==> src/rtl/alu_pkg.sv <==
// Shared encodings for the sequential ALU: unit selects, shift modes, flag bit positions, FSM states.
// Latency: n/a (package only).
// Backpressure: n/a (package only).
package alu_pkg;

  // unit_sel encodings
  localparam logic [2:0] UNIT_ADD = 3'b000;  // add / sub
  localparam logic [2:0] UNIT_AND = 3'b001;  // and / nand
  localparam logic [2:0] UNIT_SHF = 3'b010;  // barrel shift
  localparam logic [2:0] UNIT_SRC = 3'b011;  // pass src
  localparam logic [2:0] UNIT_OR  = 3'b100;
  localparam logic [2:0] UNIT_XOR = 3'b101;
  localparam logic [2:0] UNIT_MUL = 3'b110;  // iterative multiply
  localparam logic [2:0] UNIT_ACC = 3'b111;  // pass acc

  // shift_mode encodings; 2'b11 behaves as logical
  localparam logic [1:0] SH_LOG = 2'b00;
  localparam logic [1:0] SH_ARI = 2'b01;
  localparam logic [1:0] SH_ROT = 2'b10;

  // flags_out bit positions: {Z,N,C,V}
  localparam int FLG_Z = 3;
  localparam int FLG_N = 2;
  localparam int FLG_C = 1;
  localparam int FLG_V = 0;

  typedef enum logic {
    IDLE = 1'b0,
    MUL  = 1'b1
  } state_e;

endpackage

==> src/rtl/alu_seq_mul.sv <==
// Iterative unsigned shift-add multiplier, one multiplier bit per cycle.
// Latency: busy for WIDTH cycles after start; done/product are valid combinationally in the last busy cycle.
// Backpressure: start is ignored while busy; the caller must not rely on it being queued.
//
// Ports:
//   clk_in, rst_n_in  clock, synchronous active-low reset (aborts any multiply in flight)
//   start             load operands and begin (only when not busy)
//   multiplicand      operand A, captured on start
//   multiplier        operand B, captured on start
//   busy              multiply in progress
//   done              high during the final iteration; product holds the full result then
//   product           2*WIDTH result (only meaningful while done is high)
module alu_seq_mul
  import alu_pkg::*;
#(
  parameter int WIDTH = 8
) (
  input  logic                 clk_in,
  input  logic                 rst_n_in,
  input  logic                 start,
  input  logic [WIDTH-1:0]     multiplicand,
  input  logic [WIDTH-1:0]     multiplier,
  output logic                 busy,
  output logic                 done,
  output logic [2*WIDTH-1:0]   product
);

  localparam int CNT_W = $clog2(WIDTH + 1);

  logic [WIDTH-1:0]   mcand_q, mcand_d;
  logic [WIDTH-1:0]   mplier_q, mplier_d;
  logic [2*WIDTH-1:0] acc_q, acc_d;
  logic [CNT_W-1:0]   cnt_q, cnt_d;
  logic               busy_q, busy_d;

  logic [WIDTH-1:0]   mplier_sh;
  logic [2*WIDTH-1:0] addend;
  logic [2*WIDTH-1:0] sum;
  logic               last;

  always_comb begin
    // Shift then take bit 0 rather than indexing with the wider counter.
    mplier_sh = mplier_q >> cnt_q;
    addend    = mplier_sh[0] ? ({{WIDTH{1'b0}}, mcand_q} << cnt_q) : '0;
    sum       = acc_q + addend;
    last      = busy_q && (cnt_q == CNT_W'(WIDTH - 1));

    mcand_d  = mcand_q;
    mplier_d = mplier_q;
    acc_d    = acc_q;
    cnt_d    = cnt_q;
    busy_d   = busy_q;

    if (start && !busy_q) begin
      mcand_d  = multiplicand;
      mplier_d = multiplier;
      acc_d    = '0;
      cnt_d    = '0;
      busy_d   = 1'b1;
    end else if (busy_q) begin
      acc_d = sum;
      cnt_d = cnt_q + CNT_W'(1);
      if (last) begin
        busy_d = 1'b0;
      end
    end
  end

  always_ff @(posedge clk_in) begin
    if (!rst_n_in) begin
      mcand_q  <= '0;
      mplier_q <= '0;
      acc_q    <= '0;
      cnt_q    <= '0;
      busy_q   <= 1'b0;
    end else begin
      mcand_q  <= mcand_d;
      mplier_q <= mplier_d;
      acc_q    <= acc_d;
      cnt_q    <= cnt_d;
      busy_q   <= busy_d;
    end
  end

  // The final partial sum is handed out before it is registered so the
  // owner can latch it on the same edge that ends the multiply.
  assign busy    = busy_q;
  assign done    = last;
  assign product = sum;

endmodule

==> src/rtl/alu_seq.sv <==
// Registered ALU with start/done handshake: single-cycle logic/arith/shift units plus an iterative multiply.
// Latency: 1 cycle for single-cycle ops (back-to-back accepted), WIDTH+1 cycles for multiply.
// Backpressure: start_in is accepted only when busy_out is low; starts during a multiply are dropped.
//
// Ports:
//   clk_in, rst_n_in   clock, synchronous active-low reset
//   start_in           request, accepted when start_in & ~busy_out
//   unit_sel_in        function unit (see alu_pkg UNIT_*)
//   op_sel_in          add/sub, and/nand, shift left/right
//   shift_mode_in      logical / arithmetic / rotate (see alu_pkg SH_*)
//   acc_in, src_in     operands A and B; src_in low bits are also the shift amount
//   busy_out           multiply in flight
//   done_out           one-cycle pulse when res_out/res_hi_out/flags_out update
//   res_out            result (product low half for mul)
//   res_hi_out         product high half for mul, else 0
//   flags_out          {Z,N,C,V}, held between done pulses
module alu_seq
  import alu_pkg::*;
#(
  parameter int WIDTH   = 8,
  parameter int SHAMT_W = $clog2(WIDTH)
) (
  input  logic             clk_in,
  input  logic             rst_n_in,
  input  logic             start_in,
  input  logic [2:0]       unit_sel_in,
  input  logic             op_sel_in,
  input  logic [1:0]       shift_mode_in,
  input  logic [WIDTH-1:0] acc_in,
  input  logic [WIDTH-1:0] src_in,
  output logic             busy_out,
  output logic             done_out,
  output logic [WIDTH-1:0] res_out,
  output logic [WIDTH-1:0] res_hi_out,
  output logic [3:0]       flags_out
);

  state_e           state_q, state_d;
  logic [WIDTH-1:0] res_q, res_d;
  logic [WIDTH-1:0] res_hi_q, res_hi_d;
  logic [3:0]       flags_q, flags_d;
  logic             done_q, done_d;

  logic               accept;
  logic               mul_start;
  logic               mul_busy;
  logic               mul_done;
  logic [2*WIDTH-1:0] mul_product;

  logic [WIDTH-1:0] alu_res;
  logic             alu_c;
  logic             alu_v;

  function automatic logic [WIDTH-1:0] bit_rev(input logic [WIDTH-1:0] x);
    logic [WIDTH-1:0] r;
    for (int i = 0; i < WIDTH; i++) begin
      r[i] = x[WIDTH-1-i];
    end
    return r;
  endfunction

  // ---------------- add / sub ----------------
  // Subtract is A + ~B + 1, so carry-out 1 means "no borrow".
  logic [WIDTH-1:0] b_eff;
  logic [WIDTH:0]   add_full;

  always_comb begin
    b_eff    = op_sel_in ? ~src_in : src_in;
    add_full = {1'b0, acc_in} + {1'b0, b_eff} + {{WIDTH{1'b0}}, op_sel_in};
  end

  // ---------------- barrel shifter ----------------
  // Only a left-shifting ladder exists; right shifts reverse the operand on
  // the way in and out. Vacated bits take the fill bit, which is the sign
  // only for arithmetic right shifts. Rotate feeds the shifted-out bits back.
  logic [SHAMT_W-1:0] shamt;
  logic               sh_right;
  logic               sh_rot;
  logic               sh_fill;
  logic [WIDTH-1:0]   sh_x;
  logic [WIDTH-1:0]   shift_res;

  always_comb begin
    shamt    = src_in[SHAMT_W-1:0];
    sh_right = op_sel_in;
    sh_rot   = (shift_mode_in == SH_ROT);
    sh_fill  = sh_right && (shift_mode_in == SH_ARI) && acc_in[WIDTH-1];
    sh_x     = sh_right ? bit_rev(acc_in) : acc_in;
    for (int i = 0; i < SHAMT_W; i++) begin
      if (shamt[i]) begin
        sh_x = (sh_x << (1 << i))
             | (sh_rot  ? (sh_x >> (WIDTH - (1 << i)))
              : sh_fill ? ~({WIDTH{1'b1}} << (1 << i))
              :           {WIDTH{1'b0}});
      end
    end
    shift_res = sh_right ? bit_rev(sh_x) : sh_x;
  end

  // ---------------- single-cycle result mux ----------------
  always_comb begin
    alu_res = '0;
    alu_c   = 1'b0;
    alu_v   = 1'b0;
    case (unit_sel_in)
      UNIT_ADD: begin
        alu_res = add_full[WIDTH-1:0];
        alu_c   = add_full[WIDTH];
        alu_v   = (acc_in[WIDTH-1] == b_eff[WIDTH-1]) &&
                  (add_full[WIDTH-1] != acc_in[WIDTH-1]);
      end
      UNIT_AND: alu_res = op_sel_in ? ~(acc_in & src_in) : (acc_in & src_in);
      UNIT_SHF: alu_res = shift_res;
      UNIT_SRC: alu_res = src_in;
      UNIT_OR:  alu_res = acc_in | src_in;
      UNIT_XOR: alu_res = acc_in ^ src_in;
      UNIT_ACC: alu_res = acc_in;
      default:  alu_res = '0;  // UNIT_MUL goes through the multiplier
    endcase
  end

  // ---------------- multiplier ----------------
  alu_seq_mul #(
    .WIDTH(WIDTH)
  ) u_mul (
    .clk_in       (clk_in),
    .rst_n_in     (rst_n_in),
    .start        (mul_start),
    .multiplicand (acc_in),
    .multiplier   (src_in),
    .busy         (mul_busy),
    .done         (mul_done),
    .product      (mul_product)
  );

  // ---------------- FSM: state register ----------------
  always_ff @(posedge clk_in) begin
    if (!rst_n_in) begin
      state_q <= IDLE;
    end else begin
      state_q <= state_d;
    end
  end

  // ---------------- FSM: next state ----------------
  always_comb begin
    state_d = state_q;
    case (state_q)
      IDLE:    if (accept && (unit_sel_in == UNIT_MUL)) state_d = MUL;
      MUL:     if (mul_done) state_d = IDLE;
      default: state_d = IDLE;
    endcase
  end

  // ---------------- FSM: outputs ----------------
  always_comb begin
    accept    = start_in && (state_q == IDLE);
    mul_start = accept && (unit_sel_in == UNIT_MUL);
    busy_out  = mul_busy;
  end

  // ---------------- result registers ----------------
  always_comb begin
    res_d    = res_q;
    res_hi_d = res_hi_q;
    flags_d  = flags_q;
    done_d   = 1'b0;
    if ((state_q == MUL) && mul_done) begin
      res_d          = mul_product[WIDTH-1:0];
      res_hi_d       = mul_product[2*WIDTH-1:WIDTH];
      flags_d[FLG_Z] = (mul_product[WIDTH-1:0] == '0);
      flags_d[FLG_N] = mul_product[WIDTH-1];
      flags_d[FLG_C] = |mul_product[2*WIDTH-1:WIDTH];
      flags_d[FLG_V] = 1'b0;
      done_d         = 1'b1;
    end else if (accept && (unit_sel_in != UNIT_MUL)) begin
      res_d          = alu_res;
      res_hi_d       = '0;
      flags_d[FLG_Z] = (alu_res == '0);
      flags_d[FLG_N] = alu_res[WIDTH-1];
      flags_d[FLG_C] = alu_c;
      flags_d[FLG_V] = alu_v;
      done_d         = 1'b1;
    end
  end

  always_ff @(posedge clk_in) begin
    if (!rst_n_in) begin
      res_q    <= '0;
      res_hi_q <= '0;
      flags_q  <= '0;
      done_q   <= 1'b0;
    end else begin
      res_q    <= res_d;
      res_hi_q <= res_hi_d;
      flags_q  <= flags_d;
      done_q   <= done_d;
    end
  end

  assign done_out   = done_q;
  assign res_out    = res_q;
  assign res_hi_out = res_hi_q;
  assign flags_out  = flags_q;

endmodule

==> config.mk <==
export PLATFORM = sky130hd
export DESIGN_NAME = alu_seq
export DESIGN_NICKNAME = d
export VERILOG_FILES = /design/src/rtl/alu_pkg.sv /design/src/rtl/alu_seq_mul.sv /design/src/rtl/alu_seq.sv
export SDC_FILE = /design/constraint.sdc
export NUM_CORES = 1
export LEC_CHECK = 0
export CORE_MARGIN = 2
export CORE_UTILIZATION = 51
export CTS_CLUSTER_SIZE = 16
export DETAILED_ROUTE_END_ITERATION = 6
export GPL_TIMING_DRIVEN = 0
export PLACE_DENSITY = 0.72
export SKIP_LAST_GASP = 1
export SLEW_MARGIN = 20
export SYNTH_ARGS = -nofsm -noshare
export SYNTH_HDL_FRONTEND = slang
export SYNTH_HIERARCHICAL = 1
export SYNTH_SLANG_ARGS = --single-unit
==> constraint.sdc <==
create_clock -name clk_in -period 9.1 [get_ports clk_in]
set_input_delay 1.365 -clock clk_in [delete_from_list [all_inputs] [get_ports clk_in]]
set_output_delay 1.365 -clock clk_in [all_outputs]
set_load 0.03 [all_outputs]
==> results by group <==
Status
  • Outcome: finished clean

Placement
  • Final weighted congestion in routability-driven placement: around 0.97
  • Number of buffers inserted by port buffering: 44
  • Instance area after placement: between 6000 and 7000 um2
  • Estimated wirelength of the detail-placed design: ~13 mm

Cells and area
  • Number of fill cells in the layout: ~1000
  • Final standard cell area without fillers: around 6500 um2
  • Growth of design area from synthesis to finish: 14.28%
  • Footprint of the multi-input gates: a little over 4000 um2
  • Footprint of the flip-flops and latches: around 1200 um2
  • Total number of nets in the final design: 859
  • Diodes inserted: 0
  • Layout cell share with drive strength beyond 1: 0.07268

STA
  • Clock skew after layout: roughly 0.012 ns
  • Setup TNS: 0 ns
  • Count of endpoints failing setup in the final report: 0
  • Headroom to the max-slew limit: 0.4502
  • Worst hold margin: roughly 0.47 ns
  • Count of pins over their slew limit: 0
  • Post-route fraction of the period consumed by the critical path: 0.5270
  • Tmin final: approximately 4.8 ns
  • Final hold violations: 0
  • RSZ-0062 raised after global routing: false
  • Worst slew pin tran: ~0.8 ns
  • Peak Freq: around 210 MHz

Worst setup path
  • Path type of the worst setup path: in -> reg
  • Worst Setup Start Kind: input port
  • Largest fanout on the critical path: 10
  • Worst path required time: about 9.4 ns
  • Endpoint kind of the worst setup timing path: register
  • R2R depth: 16
  • Data arrival, critical path: a little over 5 ns

Yosys
  • Count of state elements after synthesis: slightly below 60
  • Synthesized Nets: about 800
  • Number of instances in the synthesized netlist: roughly 740
  • Cell with the most instances after synthesis: sky130_fd_sc_hd__nand2_1
  • Syn_area_per_cell: slightly below 8 um2
  • Primary FF master, synth: sky130_fd_sc_hd__dfxtp_1
  • Count of flip-flops with a built-in enable after synthesis: 0
  • Top-area cell type share of the netlist area: 0.2084
  • Part of the Yosys area used for sequential elements: 0.2084
  • Mapped cell area: around 5700 um2
  • Cell taking the most area after synthesis: sky130_fd_sc_hd__dfxtp_1
  • Yosys warning count: 6
  • Distinct cells, synth: slightly below 80
  • Cell types occupying the most area after synthesis: sky130_fd_sc_hd__dfxtp_1 21%, sky130_fd_sc_hd__ha_1 8.6%, sky130_fd_sc_hd__nand2_1 6.0%
  • Share of async-settable or async-resettable flops after synthesis: 0
  • Leading cell types by count after synthesis: 90 x sky130_fd_sc_hd__nand2_1, 59 x sky130_fd_sc_hd__dfxtp_1, 54 x sky130_fd_sc_hd__nor2_1

Min path
  • Path class of the lowest-slack min-delay path: reg -> reg
  • Hold-critical path depth: 2

Route
  • DRC viols: 0
  • DRT Wirelength: about 17 mm
  • WL/cell: roughly 18 um
  • Drt via density: approximately 6.2
  • Initial DRT Pass Iterations: 5
  • Number of violations reported at the end of detailed-routing iteration 0: ~470
  • Vias post-DR: between 5000 and 6000
  • Remaining number of nets flagged by the antenna check after routing: 0

Clock tree
  • CTS tree: built
  • Cts-stage hold buffer count: 0
  • Later-pin clock latency in the skew report: ~0.37 ns
  • Clk sinks: between 50 and 60
  • CTS H-tree lvls: 3
  • Longest Clk Path Bufs: 2
  • Post-CTS setup buffer count: 0
  • Cts repair resizes: 0
  • Number of buffers inserted during clock tree synthesis: 9
  • Root buf cell: sky130_fd_sc_hd__clkbuf_8
  • Clock-pin slew on the worst setup and hold paths: roughly 0.07 ns

GRT
  • Global-route wire length before repair: approximately 28 mm
  • GRT Overall Usage: 0.3014
  • Number of antenna violations at the first check in global routing: 0
  • Grt total ovfl: 0
  • Number of global-route vias before repair: between 5000 and 6000
  • Maximum number of pins on one net before global-route repair: 12

Floorplan
  • Die area: roughly 12000 um2
  • Initial core utilization: 0.5229
  • Die H: 109.4 um
  • Row count: 38
  • Width of the chip: approximately 110 um
  • Placeable Area: approximately 11000 um2
  • Number of top-level pins: between 40 and 50

Power and ir drop
  • VDD IR-drop max: between 100 and 150 uV
  • P per Cell Area: around 110 nW/um2
  • Lkg Pwr: 0.002492 uW

Flow run
  • MaxCap Viol Count: 0
final timing paths:
kind	slack, ns	startpoint	end
setup / recovery	4.30	op_sel_in	res_out[7]$_SDFFE_PN0P_
hold / removal	0.47	u_mul/mplier_q[5]$_SDFFE_PN0P_	u_mul/mplier_q[5]$_SDFFE_PN0P_
setup reg to reg	4.89	u_mul/cnt_q[0]$_SDFFE_PP0P_	flags_out[1]$_SDFFE_PN0P_
hold reg to reg	0.47	u_mul/mplier_q[5]$_SDFFE_PN0P_	u_mul/mplier_q[5]$_SDFFE_PN0P_
registers in the layout, summed over array words and instances (netlist names):
name,count
flags_out,4
u_mul/mplier_q,8
u_mul/busy,1
res_hi_out,8
u_mul/cnt_q,4
done_out,1
u_mul/mcand_q,8
state_q,1
res_out,8
u_mul/acc_q,16
cells in the final DEF, fill, tap and decap left out, types with 10 or more instances in the layout:
cell type / count
sky130_fd_sc_hd__nand2_1: 90
sky130_fd_sc_hd__dfxtp_1: 59
sky130_fd_sc_hd__nor2_1: 54
sky130_fd_sc_hd__clkdlybuf4s50_1: 44
sky130_fd_sc_hd__ha_1: 39
sky130_fd_sc_hd__a21oi_1: 35
sky130_fd_sc_hd__clkbuf_1: 33
sky130_fd_sc_hd__inv_1: 32
sky130_fd_sc_hd__mux2i_1: 31
sky130_fd_sc_hd__nand3_1: 30
sky130_fd_sc_hd__a21boi_0: 29
sky130_fd_sc_hd__o21ai_0: 27
sky130_fd_sc_hd__nor2b_1: 19
sky130_fd_sc_hd__xor2_1: 18
sky130_fd_sc_hd__nor3_1: 17
sky130_fd_sc_hd__buf_2: 15
sky130_fd_sc_hd__nand2b_1: 14
sky130_fd_sc_hd__a211oi_1: 13
sky130_fd_sc_hd__o21a_1: 13
sky130_fd_sc_hd__and2_1: 11
sky130_fd_sc_hd__mux2_2: 10
sky130_fd_sc_hd__xnor2_1: 10
sky130_fd_sc_hd__clkbuf_8: 10
power by group:
group	internal [uW]	total, uW	switching, uW
sequential	264	268	3.75
combinational	75.3	185	110
clock	132	246	114
routing by layer:
layer | vias to the layer above | GRT usage | part of all wire
met5 | - | 0 | 0
met4 | 0 | 0.09765 | 0.020
met3 | 34 | 0.06876 | 0.079
met2 | 250 | 0.4744 | 0.45
met1 | 2737 | 0.4077 | 0.45
li1 | 2769 | - | -
layout make-up:
cell class	count	share of cell area
sequential	59	0.1823
tap	140	0.02704
multi-input combinational	595	0.6394
timing repair buffer	44	0.06799
buffer	51	0.03419
clock buffer	11	0.02183
inverter	33	0.01912
clock inverter	5	0.008113
worst max-delay path, cell delays in order:
cell                              delay (ns)
sky130_fd_sc_hd__clkdlybuf4s50_1        0.55
sky130_fd_sc_hd__buf_2                  0.30
sky130_fd_sc_hd__buf_2                  0.33
sky130_fd_sc_hd__buf_2                  0.35
sky130_fd_sc_hd__xor2_1                 0.29
sky130_fd_sc_hd__ha_1                   0.30
sky130_fd_sc_hd__nand4_1                0.10
sky130_fd_sc_hd__o211ai_1               0.13
sky130_fd_sc_hd__o21ai_1                0.23
sky130_fd_sc_hd__mux2_2                 0.39
sky130_fd_sc_hd__a221oi_2               0.41
sky130_fd_sc_hd__nor2_1                 0.11
sky130_fd_sc_hd__o21a_1                 0.21
cells by family after synthesis:
family | count (synthesis) | share of synthesized area
mux | 49 | 0.1064
flops | 59 | 0.2084
compound gates | 200 | 0.2512
buf+inv | 84 | 0.06093
simple gates | 277 | 0.2366
fa+ha+maj | 41 | 0.09316
xor+xnor | 28 | 0.04327
metrics by stage:
stage                     utilization  total power, uW  std cells  setup WS, ns
after floorplan                     -            393.7        738         5.210
after global placement         0.5796            449.7        922         4.042
after detailed placement       0.5796            453.7        922         4.019
after CTS                      0.5975            700.4        938         4.376
after global routing           0.5975            727.6        938         4.085
final                          0.5975            699.1        938         4.305
Note: power is estimated with default switching activity, not from simulation.
==> variant 1 (same flow settings) <==
`WIDTH` is set to 8 in 2 places; all go to 16.
--- a/src/rtl/alu_seq_mul.sv
+++ b/src/rtl/alu_seq_mul.sv
@@ -14,5 +14,5 @@
   import alu_pkg::*;
 #(
-  parameter int WIDTH = 8
+  parameter int WIDTH = 16
 ) (
   input  logic                 clk_in,
--- a/src/rtl/alu_seq.sv
+++ b/src/rtl/alu_seq.sv
@@ -18,5 +18,5 @@
   import alu_pkg::*;
 #(
-  parameter int WIDTH   = 8,
+  parameter int WIDTH   = 16,
   parameter int SHAMT_W = $clog2(WIDTH)
 ) (
Ports: changed (resized acc_in, res_hi_out, res_out and src_in); port bits go from 47 to 79. No check against the original RTL was run, so the function may have changed too.
==> variant 1 against the unedited design <==
  * First-iteration DRC count rose to 2.7 times the old value
  * Routed wire length rose by 130%
  * Power rose by 88%
  * Synthesized cell count rose by 88%
  * The flow now finishes with violations (DRC)
  * Synthesized area rose by 95%
  * Sequential cell count rose by 49
  * Critical path type unchanged
  * Final area rose by 92%
  * Maximum frequency fell by 30%
  * Setup slack got worse by 2100 ps
  * Final cell count rose by 88%
==> variant 1: results (changes against the unedited design) <==
worst_setup_path:
  cp.arrival_ps: 7150  # was 5050 ps
  crit_fanout: 10  # unchanged
layout:
  antenna_cells: 0  # unchanged
  largest_register_ff_count: 32  # was 16
  largest_register: "u_mul/acc_q"  # unchanged
  drive_above_1_share_pct: 6.806  # was 7.268%
  num-nets-final: 1605  # was 859
route:
  drt_iter0_markers: 1241  # was 465
  dr.pass1.iters: 7  # was 5
  wl_met2_um: 16920  # was 7780 um
  wl_per_cell_um: 22.60  # was 18.35 um
  vias: 11410  # was 5,790
  top_layer: "met4"  # unchanged
  dr_wl_met3_um: 3991  # was 1365 um
  met1_length_um: 17590  # was 7715 um
  drc_errors: 7  # was 0
power_and_ir_drop:
  vdd_ir_drop_max_v: 0.00009169  # was 0.0001215 V
  p_leak_nw: 4.822  # was 2.492 nW
status:
  status: "finished, violations left"  # was complete, no violations
  violations: "DRC"
synth:
  synth_seq_area_share_pct: 19.59  # was 20.84%
  synth.top_cells.by_count: "nand2_1 (176), dfxtp_1 (108), nor2_1 (104)"  # was nand2_1 (90), dfxtp_1 (59), nor2_1 (54)
  synth-async-reset-ratio_pct: 0  # unchanged
  netlist_top_cells_area: "dfxtp_1 (20%), ha_1 (9.4%), mux2i_1 (7.4%), nand2_1 (6.0%), mux4_2 (4.5%)"  # was dfxtp_1 (21%), ha_1 (8.6%), nand2_1 (6.0%), mux2i_1 (5.5%), a21boi_0 (3.8%)
  synth_warnings: 6  # unchanged
  synth.distinct_cells: 94  # was 77
  synth_nets: 1517  # was 804
  synth_top_flop_cell: "dfxtp_1"  # unchanged
global_routing:
  grt_pass1_wl_um: 60710  # was 27,950 um
  grt_max_degree: 22  # was 12
  grt_usage_pct: 34.91  # was 30.14%
  grt_antenna_before_repair: 0  # unchanged
  gr-total-overflow: 0  # unchanged
clock_tree:
  clk_pin_slew_worst_paths_ps: 70  # about the same
  cts_root_buf: "clkbuf_16"  # was clkbuf_8
  cts_max_level: 3  # unchanged
  post-cts-setup-buffers: 0  # unchanged
  cts_buffers: 9  # unchanged
  clk_latency_ps: 370  # about the same
  clockBufferDepth: 2  # unchanged
  cts.repair.resized: 0  # unchanged
placement:
  port-buffer-count: 77  # was 44
  post-dp-hpwl_um: 31420  # was 13,280 um
  globalplace.congestion: 1.009  # was 0.9706
worst_hold_path:
  hold_class: "reg2reg"  # unchanged
sta:
  finClkSkew_ps: 13.25  # was 12.22 ps
  relSlewSlack_pct: 27.23  # was 45.02%
[variant 1: path summary, 6_finish.rpt]
| kind | start | endpoint | slack, ps | depth (start not counted) |
|---|---|---|---|---|
| setup / recovery | op_sel_in | flags_out[3] | 2230 | 18 |
| hold / removal | u_mul/mplier_q[10] | u_mul/mplier_q[10] | 470 | 2 |
| setup reg to reg | u_mul/cnt_q[1] | flags_out[1] | 3450 | 20 |
| hold reg to reg | u_mul/mplier_q[10] | u_mul/mplier_q[10] | 470 | 2 |
[variant 1: power breakdown]
part           total, mW  switching (mW)  internal (mW)
sequential         0.491         0.00871          0.482
combinational      0.415           0.254          0.161
clock              0.406           0.209          0.197
total               1.31           0.472          0.840
[variant 1: critical path: stages]
cell             delay [ps]
clkdlybuf4s50_1         530
buf_2                   270
buf_4                   250
buf_6                   180
buf_2                   340
buf_2                   420
buf_1                   620
xor2_1                  160
ha_1                    340
nor2b_1                 170
o21ai_0                 140
nand2b_1                 90
xnor2_1                 250
o21ai_0                 160
a2111oi_0               860
nand4_1                 170
or4b_1                  570
o31ai_2                 250
[variant 1: final cells by class]
| cell class | count | area, um^2 |
|---|---|---|
| buffer | 103 | 488.0 |
| clock buffer | 9 | 225.2 |
| clock inverter | 7 | 71.32 |
| fill | 1985 | 8703 |
| inverter | 50 | 187.7 |
| multi-input combinational | 1130 | 8202 |
| sequential | 108 | 2162 |
| tap | 275 | 344.1 |
| timing repair buffer | 77 | 770.7 |
[variant 1: cell families (layout without fill, tap and decap cells)]
| kind of cell | count (synthesis) | in the layout | share of synthesized area (%) |
|---|---|---|---|
| XOR/XNOR | 75 | 75 | 5.950 |
| adder cells (fa/ha/maj) | 85 | 85 | 9.770 |
| flip-flops | 108 | 108 | 19.59 |
| multiplexers | 120 | 120 | 13.59 |
| AO/OA/AOI/OAI | 409 | 409 | 26.50 |
| buffers and inverters | 153 | 246 | 6.120 |
| AND/OR/NAND/NOR | 441 | 441 | 18.49 |
[variant 1: per-stage QoR]
step,std cells,area (um^2),power (mW),hold slack (ps),setup WS [ps]
floorplan,1391,11040,0.7626,440.2,3716
global placement,1743,12150,0.8989,446.9,2003
detailed placement,1743,12150,0.9032,455.8,1969
CTS,1759,12450,1.302,465.5,2314
global route,1759,12450,1.361,484.6,1907
finish,1759,12450,1.312,465.4,2230
[variant 1: metal layers]
layer,track usage [%],up-vias
met4,11.31,0
met2,52.52,618
li1,-,5278
met5,0,-
met3,8.645,93
met1,48.98,5422
==> variant 2 (same settings) <==
Without the edit above. Register the input `start_in` before use, with the module's reset. The logic sees it one clock later. The other inputs are not delayed to match.
--- a/src/rtl/alu_seq.sv
+++ b/src/rtl/alu_seq.sv
@@ -36,4 +36,14 @@
 );
 
+  logic start_q;
+
+  always_ff @(posedge clk_in) begin
+    if (!rst_n_in) begin
+      start_q <= '0;
+    end else begin
+      start_q <= start_in;
+    end
+  end
+
   state_e           state_q, state_d;
   logic [WIDTH-1:0] res_q, res_d;
@@ -155,5 +165,5 @@
   // ---------------- FSM: outputs ----------------
   always_comb begin
-    accept    = start_in && (state_q == IDLE);
+    accept    = start_q && (state_q == IDLE);
     mul_start = accept && (unit_sel_in == UNIT_MUL);
     busy_out  = mul_busy;
Check against the original RTL: not equivalent (Yosys sat finds a counterexample within 4 cycles, from zero or initial values and one cycle with rst_n_in low).
==> variant 2 against the unedited design <==
  * Setup slack worse by 680 ps
  * Power is 7.0% higher
  * Sequential power hardly changed
  * Synthesized area is 0.22% higher
  * Sequential cell count is 1 higher
  * Routed wire length is 3.0% lower
  * Via count is 3.3% lower
  * Synthesized cell count is 2.8% lower
  * Final area is 1.0% higher
  * Final cell count is 2.2% lower
  * Utilization is 0.62 points higher
  * Critical endpoint is now flags_out[3]
  * Highest routed layer unchanged
==> variant 2: results (changes against the unedited design) <==
status:
  status: "complete, no violations"  # unchanged
clock_tree:
  post-cts-setup-buffers: 0  # unchanged
  cts.repair.resized: 0  # unchanged
  cts_root_buf: "clkbuf_8"  # unchanged
  clk_latency_ps: 350  # was 370 ps
  clock_sinks: 60  # was 59
  cts_buffers: 9  # unchanged
layout:
  multi_input_area_share_pct: 63.28  # was 63.94%
  ff_latch_area_um2: 1201  # was 1181 um^2
  fill_cells: 1005  # was 1,016
  buf_share_pct: 10.23  # was 10.22%
  seq_share_pct: 18.35  # was 18.23%
  nClkBuffers: 10  # was 11
  inverters_excl_clock: 29  # was 33
  drive_above_1_share_pct: 9.395  # was 7.268%
  num-nets-final: 838  # was 859
  clk_share_pct: 3.804  # was 2.994%
  num-multi-input-gates: 580  # was 595
  signal_buffers: 92  # was 95
synth:
  netlist_top_cells_area: "dfxtp_1 (21%), ha_1 (8.6%), nand2_1 (6.5%), mux2i_1 (4.6%), a21boi_0 (3.8%)"  # was dfxtp_1 (21%), ha_1 (8.6%), nand2_1 (6.0%), mux2i_1 (5.5%), a21boi_0 (3.8%)
  syn_avg_cell_area_um2: 7.923  # was 7.680 um^2
  synth_nets: 783  # was 804
  synth_seq_area_share_pct: 21.15  # was 20.84%
  synth.distinct_cells: 85  # was 77
  synth.top_cells.by_count: "nand2_1 (98), dfxtp_1 (60), nor2_1 (53)"  # was nand2_1 (90), dfxtp_1 (59), nor2_1 (54)
worst_setup_path:
  r2r_setup_slack_ps: 4820  # was 4890 ps
  critPathMaxStageDelay_ps: 600  # was 550 ps
  cp.arrival_ps: 5720  # was 5050 ps
  crit_slowest_cell: "buf_1"  # was clkdlybuf4s50_1
floorplan:
  die_w_um: 109.5  # was 109.4 um
placement:
  post-dp-hpwl_um: 12860  # was 13,280 um
  preCtsSetupSlack_ps: 3297  # was 4019 ps
  dp_cells: 901  # was 922
  dpl-instance-area_um2: 6296  # was 6284 um^2
  globalplace.congestion: 0.9385  # was 0.9706
global_routing:
  grt_max_degree: 12  # unchanged
  grt_pass1_wl_um: 27100  # was 27,950 um
  grt_pass1_vias: 5330  # was 5,456
  grt_usage_pct: 28.90  # was 30.14%
power_and_ir_drop:
  vdd_ir_drop_max_v: 0.00009047  # was 0.0001215 V
  finalPower_mw: 0.7484  # was 0.6991 mW
  comb_power_mw: 0.172  # was 0.185 mW
  p_sw_share_pct: 29.24  # was 32.53%
  p_leak_nw: 2.541  # was 2.492 nW
  pwr.group.clock_mw: 0.306  # was 0.246 mW
sta:
  relSlewSlack_pct: 47.46  # was 45.02%
  finClkSkew_ps: 14.71  # was 12.22 ps
  period_share_pct: 60.16  # was 52.70%
  whs_ps: 464.4  # was 466.9 ps
route:
  via_per_inst: 6.106  # was 6.173
  vias: 5599  # was 5,790
  drt-total-wl_um: 16690  # was 17,210 um
  drt_iter0_markers: 380  # was 465
worst_hold_path:
  hp-start: "u_mul/mplier_q[4]"  # was u_mul/mplier_q[5]
  holdPathEnd: "u_mul/mplier_q[4]"  # was u_mul/mplier_q[5]
variant 2: worst max-delay path by stage:
| stage | start | to | slack [ps] | depth (start not counted) |
|---|---|---|---|---|
| detailed placement | op_sel_in | flags_out[3] | 3300 | 14 |
| global route | op_sel_in | flags_out[3] | 3330 | 14 |
| CTS | op_sel_in | flags_out[3] | 3660 | 14 |
| global placement | op_sel_in | flags_out[3] | 3450 | 15 |
| finish | op_sel_in | flags_out[3] | 3630 | 14 |
| floorplan | op_sel_in | flags_out[3] | 4690 | 13 |
variant 2: logic make-up after synthesis:
logic type               share of synthesized area, %
AND/OR/NAND/NOR                                 22.00
multiplexers                                    11.72
buffers and inverters                           5.947
flip-flops                                      21.15
AO/OA/AOI/OAI                                   24.98
XOR/XNOR                                        4.912
adder cells (fa/ha/maj)                         9.295
variant 2: routing by layer:
layer,GRT usage [%],vias up,part of all wire [%]
met5,0,-,0
met4,8.047,0,1.7
met3,5.098,23,6.4
met2,47.71,166,47
met1,38.78,2688,45
li1,-,2722,-
